===== src/rtl/samples_pkg.sv =====
`default_nettype none
// samples_pkg - sample type and capture-source state encoding shared by the sparse sample path.
// Revision: 1.0
package samples_pkg;

    typedef logic [9:0] smpl_t;

    typedef enum logic [2:0] {
        S_FILL   = 3'd0,
        S_ARMED  = 3'd1,
        S_POST   = 3'd2,
        S_AVAIL  = 3'd3,
        S_STREAM = 3'd4
    } src_state_t;

endpackage
`default_nettype wire


===== src/rtl/smpl_ram.sv =====
`default_nettype none
// smpl_ram - simple dual-port sample RAM, one write port and a registered, resettable read port.
// Revision: 1.0
module smpl_ram
    import samples_pkg::*;
#(
    parameter int SIZE = 256,
    parameter int AW   = $clog2(SIZE)
) (
    input  logic          clk,
    input  logic          rst,
    input  logic          i_we,
    input  logic [AW-1:0] i_waddr,
    input  smpl_t         i_wdata,
    input  logic          i_re,
    input  logic [AW-1:0] i_raddr,
    output smpl_t         o_rdata
);

    smpl_t r_mem [SIZE];
    smpl_t r_rdata;

    always_ff @(posedge clk) begin
        if (i_we) begin
            r_mem[i_waddr] <= i_wdata;
        end
    end

    // Read register holds its value whenever no read is requested.
    always_ff @(posedge clk) begin
        if (rst) begin
            r_rdata <= '0;
        end else if (i_re) begin
            r_rdata <= r_mem[i_raddr];
        end
    end

    assign o_rdata = r_rdata;

endmodule
`default_nettype wire


===== src/rtl/samples_sparse_src.sv =====
`default_nettype none
// samples_sparse_src - decimating triggered capture into a circular buffer; serves a frozen frame on request.
// Revision: 1.0
module samples_sparse_src
    import samples_pkg::*;
#(
    parameter int SIZE    = 256,
    parameter int PRE     = 128,
    parameter int DIV     = 4,
    parameter int TIMEOUT = 65535
) (
    input  logic       clkSmpl,
    input  logic       reset,
    input  logic [9:0] adc,
    input  logic [9:0] trig_level,
    input  logic       trig_rising,
    input  logic       auto_en,
    input  logic       smpl_req,
    output logic       smpl_avail,
    output logic [9:0] smpl,
    output logic       triggered
);

    localparam int AW = $clog2(SIZE);
    localparam int CW = AW + 1;
    localparam int DW = (DIV > 1) ? $clog2(DIV) : 1;
    localparam int TW = $clog2(TIMEOUT + 1);

    localparam logic [DW-1:0] c_DIV_LAST  = DW'(DIV - 1);
    localparam logic [AW-1:0] c_PRE       = AW'(PRE);
    localparam logic [AW-1:0] c_FILL_LAST = AW'(PRE - 1);
    localparam logic [AW-1:0] c_POST_LAST = AW'(SIZE - PRE - 1);
    localparam logic [CW-1:0] c_SIZE      = CW'(SIZE);
    localparam logic [CW-1:0] c_CNT_LAST  = CW'(SIZE - 1);
    localparam logic [TW-1:0] c_TO_LAST   = TW'(TIMEOUT - 1);
    localparam bit            c_POST_ONE  = (SIZE - PRE == 1);

    src_state_t    r_state;
    src_state_t    w_next;
    logic [DW-1:0] r_dcnt;
    logic [AW-1:0] r_wp;
    logic [AW-1:0] r_rp;
    logic [AW-1:0] r_tp;
    logic [AW-1:0] r_fcnt;
    logic [AW-1:0] r_pcnt;
    logic [CW-1:0] r_cnt;
    logic [TW-1:0] r_tcnt;
    smpl_t         r_prev;
    logic          r_trig;

    logic          w_st;
    logic          w_streaming;
    logic          w_store;
    logic          w_trig;
    logic          w_capture;
    logic          w_freeze;
    logic          w_rd;
    logic [AW-1:0] w_tp;

    always_comb begin
        w_st        = (r_dcnt == '0);
        w_streaming = (r_state == S_AVAIL) || (r_state == S_STREAM);
        w_store     = w_st && !w_streaming;
        w_trig      = trig_rising ? ((r_prev < trig_level) && (adc >= trig_level))
                                  : ((r_prev > trig_level) && (adc <= trig_level));
        // The timeout fires on the strobe that brings the Armed store count up to TIMEOUT.
        w_capture   = w_st && (r_state == S_ARMED)
                      && (w_trig || (auto_en && (r_tcnt == c_TO_LAST)));
        w_freeze    = (w_capture && c_POST_ONE)
                      || (w_st && (r_state == S_POST) && (r_pcnt == c_POST_LAST));
        w_rd        = w_streaming && smpl_req && (r_cnt < c_SIZE);
        w_tp        = (r_state == S_POST) ? r_tp : r_wp;
    end

    always_comb begin
        w_next = r_state;
        case (r_state)
            S_FILL:   if (w_store && (r_fcnt == c_FILL_LAST)) w_next = S_ARMED;
            S_ARMED:  if (w_freeze) w_next = S_AVAIL;
                      else if (w_capture) w_next = S_POST;
            S_POST:   if (w_freeze) w_next = S_AVAIL;
            S_AVAIL:  if (w_rd) w_next = (r_cnt == c_CNT_LAST) ? S_FILL : S_STREAM;
            S_STREAM: if (w_rd && (r_cnt == c_CNT_LAST)) w_next = S_FILL;
            default:  w_next = S_FILL;
        endcase
    end

    always_ff @(posedge clkSmpl) begin
        if (reset) begin
            r_state <= S_FILL;
        end else begin
            r_state <= w_next;
        end
    end

    always_ff @(posedge clkSmpl) begin
        if (reset) begin
            r_dcnt <= '0;
            r_wp   <= '0;
            r_rp   <= '0;
            r_tp   <= '0;
            r_fcnt <= '0;
            r_pcnt <= '0;
            r_cnt  <= '0;
            r_tcnt <= '0;
            r_prev <= '0;
            r_trig <= 1'b0;
        end else begin
            r_trig <= w_freeze;
            // Holding the decimator at zero while serving restarts it cleanly on Fill entry.
            if (w_streaming || (r_dcnt == c_DIV_LAST)) begin
                r_dcnt <= '0;
            end else begin
                r_dcnt <= r_dcnt + 1'b1;
            end
            if (w_store) begin
                r_wp   <= r_wp + 1'b1;
                r_prev <= adc;
            end
            if (r_state != S_FILL) begin
                r_fcnt <= '0;
            end else if (w_store) begin
                r_fcnt <= r_fcnt + 1'b1;
            end
            if (r_state != S_ARMED) begin
                r_tcnt <= '0;
            end else if (w_st && (r_tcnt != c_TO_LAST)) begin
                r_tcnt <= r_tcnt + 1'b1;
            end
            if (w_capture) begin
                r_tp   <= r_wp;
                r_pcnt <= AW'(1);
            end else if ((r_state == S_POST) && w_store) begin
                r_pcnt <= r_pcnt + 1'b1;
            end
            if (w_freeze) begin
                r_rp  <= w_tp - c_PRE;
                r_cnt <= '0;
            end else if (w_rd) begin
                r_rp  <= r_rp + 1'b1;
                r_cnt <= r_cnt + 1'b1;
            end
        end
    end

    smpl_ram #(
        .SIZE (SIZE),
        .AW   (AW)
    ) u_ram (
        .clk     (clkSmpl),
        .rst     (reset),
        .i_we    (w_store),
        .i_waddr (r_wp),
        .i_wdata (adc),
        .i_re    (w_rd),
        .i_raddr (r_rp),
        .o_rdata (smpl)
    );

    assign smpl_avail = w_streaming;
    assign triggered  = r_trig;

endmodule
`default_nettype wire


===== config.mk =====
export PLATFORM = sky130hd
export DESIGN_NAME = samples_sparse_src
export DESIGN_NICKNAME = d
export VERILOG_FILES = /design/src/rtl/samples_pkg.sv /design/src/rtl/smpl_ram.sv /design/src/rtl/samples_sparse_src.sv
export SDC_FILE = /design/constraint.sdc
export NUM_CORES = 2
export LEC_CHECK = 0
export ABC_AREA = 0
export BUFFER_PORTS_ARGS = -buffer_cell sky130_fd_sc_hd__buf_2
export CAP_MARGIN = 20
export CORE_MARGIN = 10
export CORE_UTILIZATION = 57
export DETAILED_ROUTE_END_ITERATION = 10
export PLACE_DENSITY = 0.76
export SLEW_MARGIN = 20
export SYNTH_ARGS = -nofsm -noshare
export SYNTH_HDL_FRONTEND = slang
export SYNTH_SLANG_ARGS = --single-unit

===== constraint.sdc =====
create_clock -name clkSmpl -period 2.9 [get_ports clkSmpl]
set_clock_uncertainty 0.1 [all_clocks]
set_input_delay 0.435 -clock clkSmpl [delete_from_list [all_inputs] [get_ports clkSmpl]]
set_output_delay 0.435 -clock clkSmpl [all_outputs]
set_load 0.005 [all_outputs]

==> key figures <==
Floorplan
  – X dimension of the die: 447 µm
  – Vert. Die Dim: 447 µm
  – Floorplan core area: 181000 µm²
  – Starting Density: 0.574
  – Number of placed I/O pins: 37
  – # rows: 156
  – Floorplan die area: 200000 µm²

Route
  – Drc violations: 0
  – Via total after detailed routing: 58800
  – Aggregate routed wire length: 304000 µm
  – Drt first pass iters: 8
  – Via-to-Cell Ratio: 6.89
  – Number of routed nets with antenna violations: 0
  – Wire per inst: 35.6 µm
  – Number of DRC markers after the initial detailed-route iteration: 9953

Worst setup path
  – Most prevalent standard cell on the critical path: sky130_fd_sc_hd__and2_1
  – Slowest library cell on the worst path: sky130_fd_sc_hd__and2_1
  – CP Class: flop to flop
  – R2R depth: 9
  – Category of the worst setup path launch point: flop
  – Minimum setup slack among reg-to-reg paths: -0.29 ns
  – Startpoint of the most critical register-to-register path: r_rp[2]$_SDFFE_PP0P_
  – Critical path, cell by cell: buf_4, and2_1, and2_1, a211oi_4, o311ai_4, buf_6, a311oi_4, or4_1, o211ai_1
  – Required time at the worst-slack endpoint: 3.61 ns
  – Slowest Stage Delay on Critical Path: 0.70 ns
  – Highest fanout seen on the critical path: 9
  – Crit path buf inv count: 2
  – Critical path arrival: 3.90 ns
  – Critical R2R Capture: u_ram.o_rdata[6]$_SDFFE_PP0P_
  – Endpoint kind of the worst setup timing path: flop
  – Family with the most delay on the worst path: simple AND/OR/NAND/NOR gates

Global routing
  – Global route overflow: 0
  – Global-route wire length before repair: 429000 µm
  – GR Util met2: 0.456
  – Initial antenna violation count: 9
  – Fraction of met1 tracks used by global routing: 0.396
  – Largest net degree at the start of global routing: 172
  – GRT busiest layer: met2
  – Vias in the first global route: 57500
  – GR Util met3: 0.0923
  – Combined global-route utilization of all metal layers: 0.301

Synthesis
  – Synth cell types: 78
  – Proportion of synthesized chip area in sequential cells: 0.758
  – Yosys top cell by area: sky130_fd_sc_hd__edfxtp_1
  – Number of synthesized flops with an enable pin: 2560
  – Gate count of the mapped netlist: 5010
  – Number of register bits inferred by synthesis: 2651
  – Most used standard cell by instance count after synthesis: sky130_fd_sc_hd__edfxtp_1
  – Netlist area before placement: 104000 µm²
  – Area fraction of the dominant cell type after synthesis: 0.741
  – Top post-synthesis cells by count: sky130_fd_sc_hd__edfxtp_1 (2560), sky130_fd_sc_hd__mux4_2 (623), sky130_fd_sc_hd__nor2_1 (365)
  – Dominant synthesized flop cell: sky130_fd_sc_hd__edfxtp_1
  – Syn. warnings: 0
  – Dominant cells by area after synthesis: sky130_fd_sc_hd__edfxtp_1 (74%), sky130_fd_sc_hd__mux4_2 (14%), sky130_fd_sc_hd__mux2i_1 (2.1%)
  – Async set-reset flop share out of synthesis: 0
  – Mean Syn Cell Area: 20.7 µm²
  – Synth Net Count: 5068

Cells and area
  – Number of filler instances in the final layout: 10500
  – Fraction of final layout cells with drive strength greater than 1: 0.341
  – Area used by multi-input combinational logic: 24100 µm²
  – Synthesis-to-layout area growth: 18.7%
  – Post-layout net count: 5992
  – Sequential cell area: 78700 µm²
  – Post-route cell area: 123000 µm²

Power and ir drop
  – Net load switching power: 15600 µW
  – Part of the power in the clock network: 0.424
  – Fraction of power consumed by combinational cells: 0.022
  – Internal power: 60500 µW
  – Power per Cell Area: 617 nW/µm²
  – Sequential share of power: 0.553
  – Leakage power: 0.0397 µW
  – Max VDD drop: 772 µV
  – Share of total power consumed by net switching: 0.205

Status
  – Run status: finished with violations
  – Violated checks: negative setup slack

Min path
  – Hold depth: 2
  – Startpoint of the lowest-slack hold path: adc[6]
  – Worst hold endpoint: u_ram.r_mem[32][6]$_DFFE_PP_
  – Min-Delay Path Class: input port to flop

Timing
  – Max Clk Rate: 313 MHz
  – Max-slew headroom at the worst pin: 0.248
  – Worst Setup Slack, final: -0.290 ns
  – Least-Margin Pin Slew: 1.13 ns
  – Final setup violation count: 10
  – Max-slew violation count: 0
  – Unrepaired setup endpoints after global routing: true
  – Final Hold Slack: 0.0432 ns
  – Count of final hold-check violations: 0
  – Ratio of final minimum period to clock period: 1.10
  – Final min period: 3.19 ns

CTS
  – Worst-Skew Late Latency: 0.90 ns
  – TritonCTS Buffers: 241
  – Longest Clk Path Bufs: 3
  – TritonCTS clock tree: done
  – Clock sinks: 2651
  – Clock transition at the register clock pins on the worst setup and hold paths after CTS: 0.08 ns
  – Clock root buffer master: sky130_fd_sc_hd__clkbuf_16
  – H-tree levels: 4

Place
  – Routability-driven placement congestion ratio: 0.941
  – DPL Wire Length: 184000 µm
  – Cell area after placement: 113000 µm²
  – Number of I/O port buffers: 36

Flow run
  – Max capacitance violation total: 0
-- worst max path at each step --
stage | start | to | slack [ns] | cells after the start
2_1_floorplan | r_state[2]$_SDFFE_PP0P_ | u_ram.r_mem[220][0]$_DFFE_PP_ | 0.04 | 8
3_3_place_gp | r_rp[0]$_SDFFE_PP0P_ | u_ram.o_rdata[5]$_SDFFE_PP0P_ | -0.81 | 11
3_5_place_dp | r_rp[0]$_SDFFE_PP0P_ | u_ram.o_rdata[6]$_SDFFE_PP0P_ | -0.76 | 10
4_1_cts | r_rp[0]$_SDFFE_PP0P_ | u_ram.o_rdata[2]$_SDFFE_PP0P_ | -0.21 | 12
5_1_grt | r_rp[0]$_SDFFE_PP0P_ | u_ram.o_rdata[5]$_SDFFE_PP0P_ | -0.34 | 13
6_report | r_rp[2]$_SDFFE_PP0P_ | u_ram.o_rdata[6]$_SDFFE_PP0P_ | -0.29 | 9
-- layout by cell type (no fill, tap or decap), drive strengths merged, types with 8 or more instances in the layout --
cell type / netlist / routed
or3: 10 / 10
nand4: 26 / 26
and2: 14 / 14
xnor2: 10 / 10
bufinv: 0 / 28
a21oi: 100 / 100
nor3: 18 / 18
nor2: 365 / 365
a221oi: 37 / 37
nor2b: 17 / 17
dfxtp: 91 / 91
clkinvlp: 0 / 8
buf: 171 / 957
edfxtp: 2560 / 2560
o211ai: 9 / 9
o221ai: 26 / 26
clkinv: 1 / 108
clkbuf: 123 / 318
inv: 26 / 31
diode: 0 / 10
a21o: 15 / 15
a31oi: 10 / 10
ha: 33 / 33
a211oi: 23 / 23
nand2: 146 / 146
a211o: 8 / 8
nand2b: 20 / 20
a2111oi: 10 / 10
and3: 9 / 9
a22oi: 26 / 26
xor2: 27 / 27
o22ai: 35 / 35
mux2i: 217 / 217
o21ai: 55 / 55
nor4: 8 / 8
nand3: 43 / 43
mux4: 637 / 637
-- through the flow --
step                       util  power, µW  setup slack [ns]  instances  setup TNS [ns]
final                     0.681      76100            -0.290       8527           -2.36
after global routing      0.681      77700            -0.337       8518           -2.45
after CTS                 0.678      76100            -0.212       8490           -1.66
after detailed placement  0.624      44500            -0.762       7961           -4.48
after global placement    0.624      44400            -0.808       7961           -4.60
after floorplan               -      43300            0.0374       5010               0
-- flip-flops by register name (all words and copies together) (netlist names) --
signal / cells
r_rp: 8
r_tp: 8
r_tcnt: 16
r_fcnt: 8
r_cnt: 9
r_prev: 10
r_state: 3
u_ram.r_mem: 2560
r_pcnt: 8
r_dcnt: 2
triggered: 1
u_ram.o_rdata: 10
r_wp: 8
-- timing repair --
action | CTS | global route
pin swaps | 39 | 30
resized for setup | 175 | 62
endpoints found under the hold margin | 30 | 0
hold buffers | 7 | 0
buffers inserted | 56 | 28
cloned | 10 | 0
setup endpoints to repair | 10 | 26
-- metal layers --
| metal | routed length (µm) | part of all wire | up-vias |
|---|---|---|---|
| li1 | - | - | 22700 |
| met2 | 140000 | 0.46 | 5122 |
| met3 | 41800 | 0.14 | 1018 |
| met1 | 102000 | 0.34 | 30000 |
| met4 | 19700 | 0.065 | 6 |
| met5 | 44 | 0.00014 | - |
-- logic make-up after synthesis --
logic type,after synthesis,share of synthesized area
flops,2651,0.758
mux,860,0.160
simple gates,698,0.0294
compound gates,410,0.0273
buf+inv,321,0.0178
xor+xnor,37,0.00312
fa+ha+maj,33,0.00398
-- power groups by stage --
| stage | registers (µW) | clock network, µW | logic [µW] |
|---|---|---|---|
| after global placement | 42900 | 0 | 1520 |
| after detailed placement | 42900 | 0 | 1580 |
| after CTS | 42100 | 32300 | 1630 |
| after floorplan | 42900 | 0 | 373 |
| after global routing | 42100 | 33900 | 1750 |
| final | 42100 | 32300 | 1700 |
-- area by class of cell --
| type | instances | share of cell area |
|---|---|---|
| flip-flops and latches | 2651 | 0.639 |
| multi-input cells | 2038 | 0.196 |
| repair buffers | 975 | 0.0751 |
| clock buffers | 308 | 0.0515 |
| well taps | 2370 | 0.0241 |
| clock inverters | 148 | 0.0135 |
| inverters | 27 | 0.000904 |
| diodes | 10 | 0.000203 |
(Power assumes the default switching activity.)
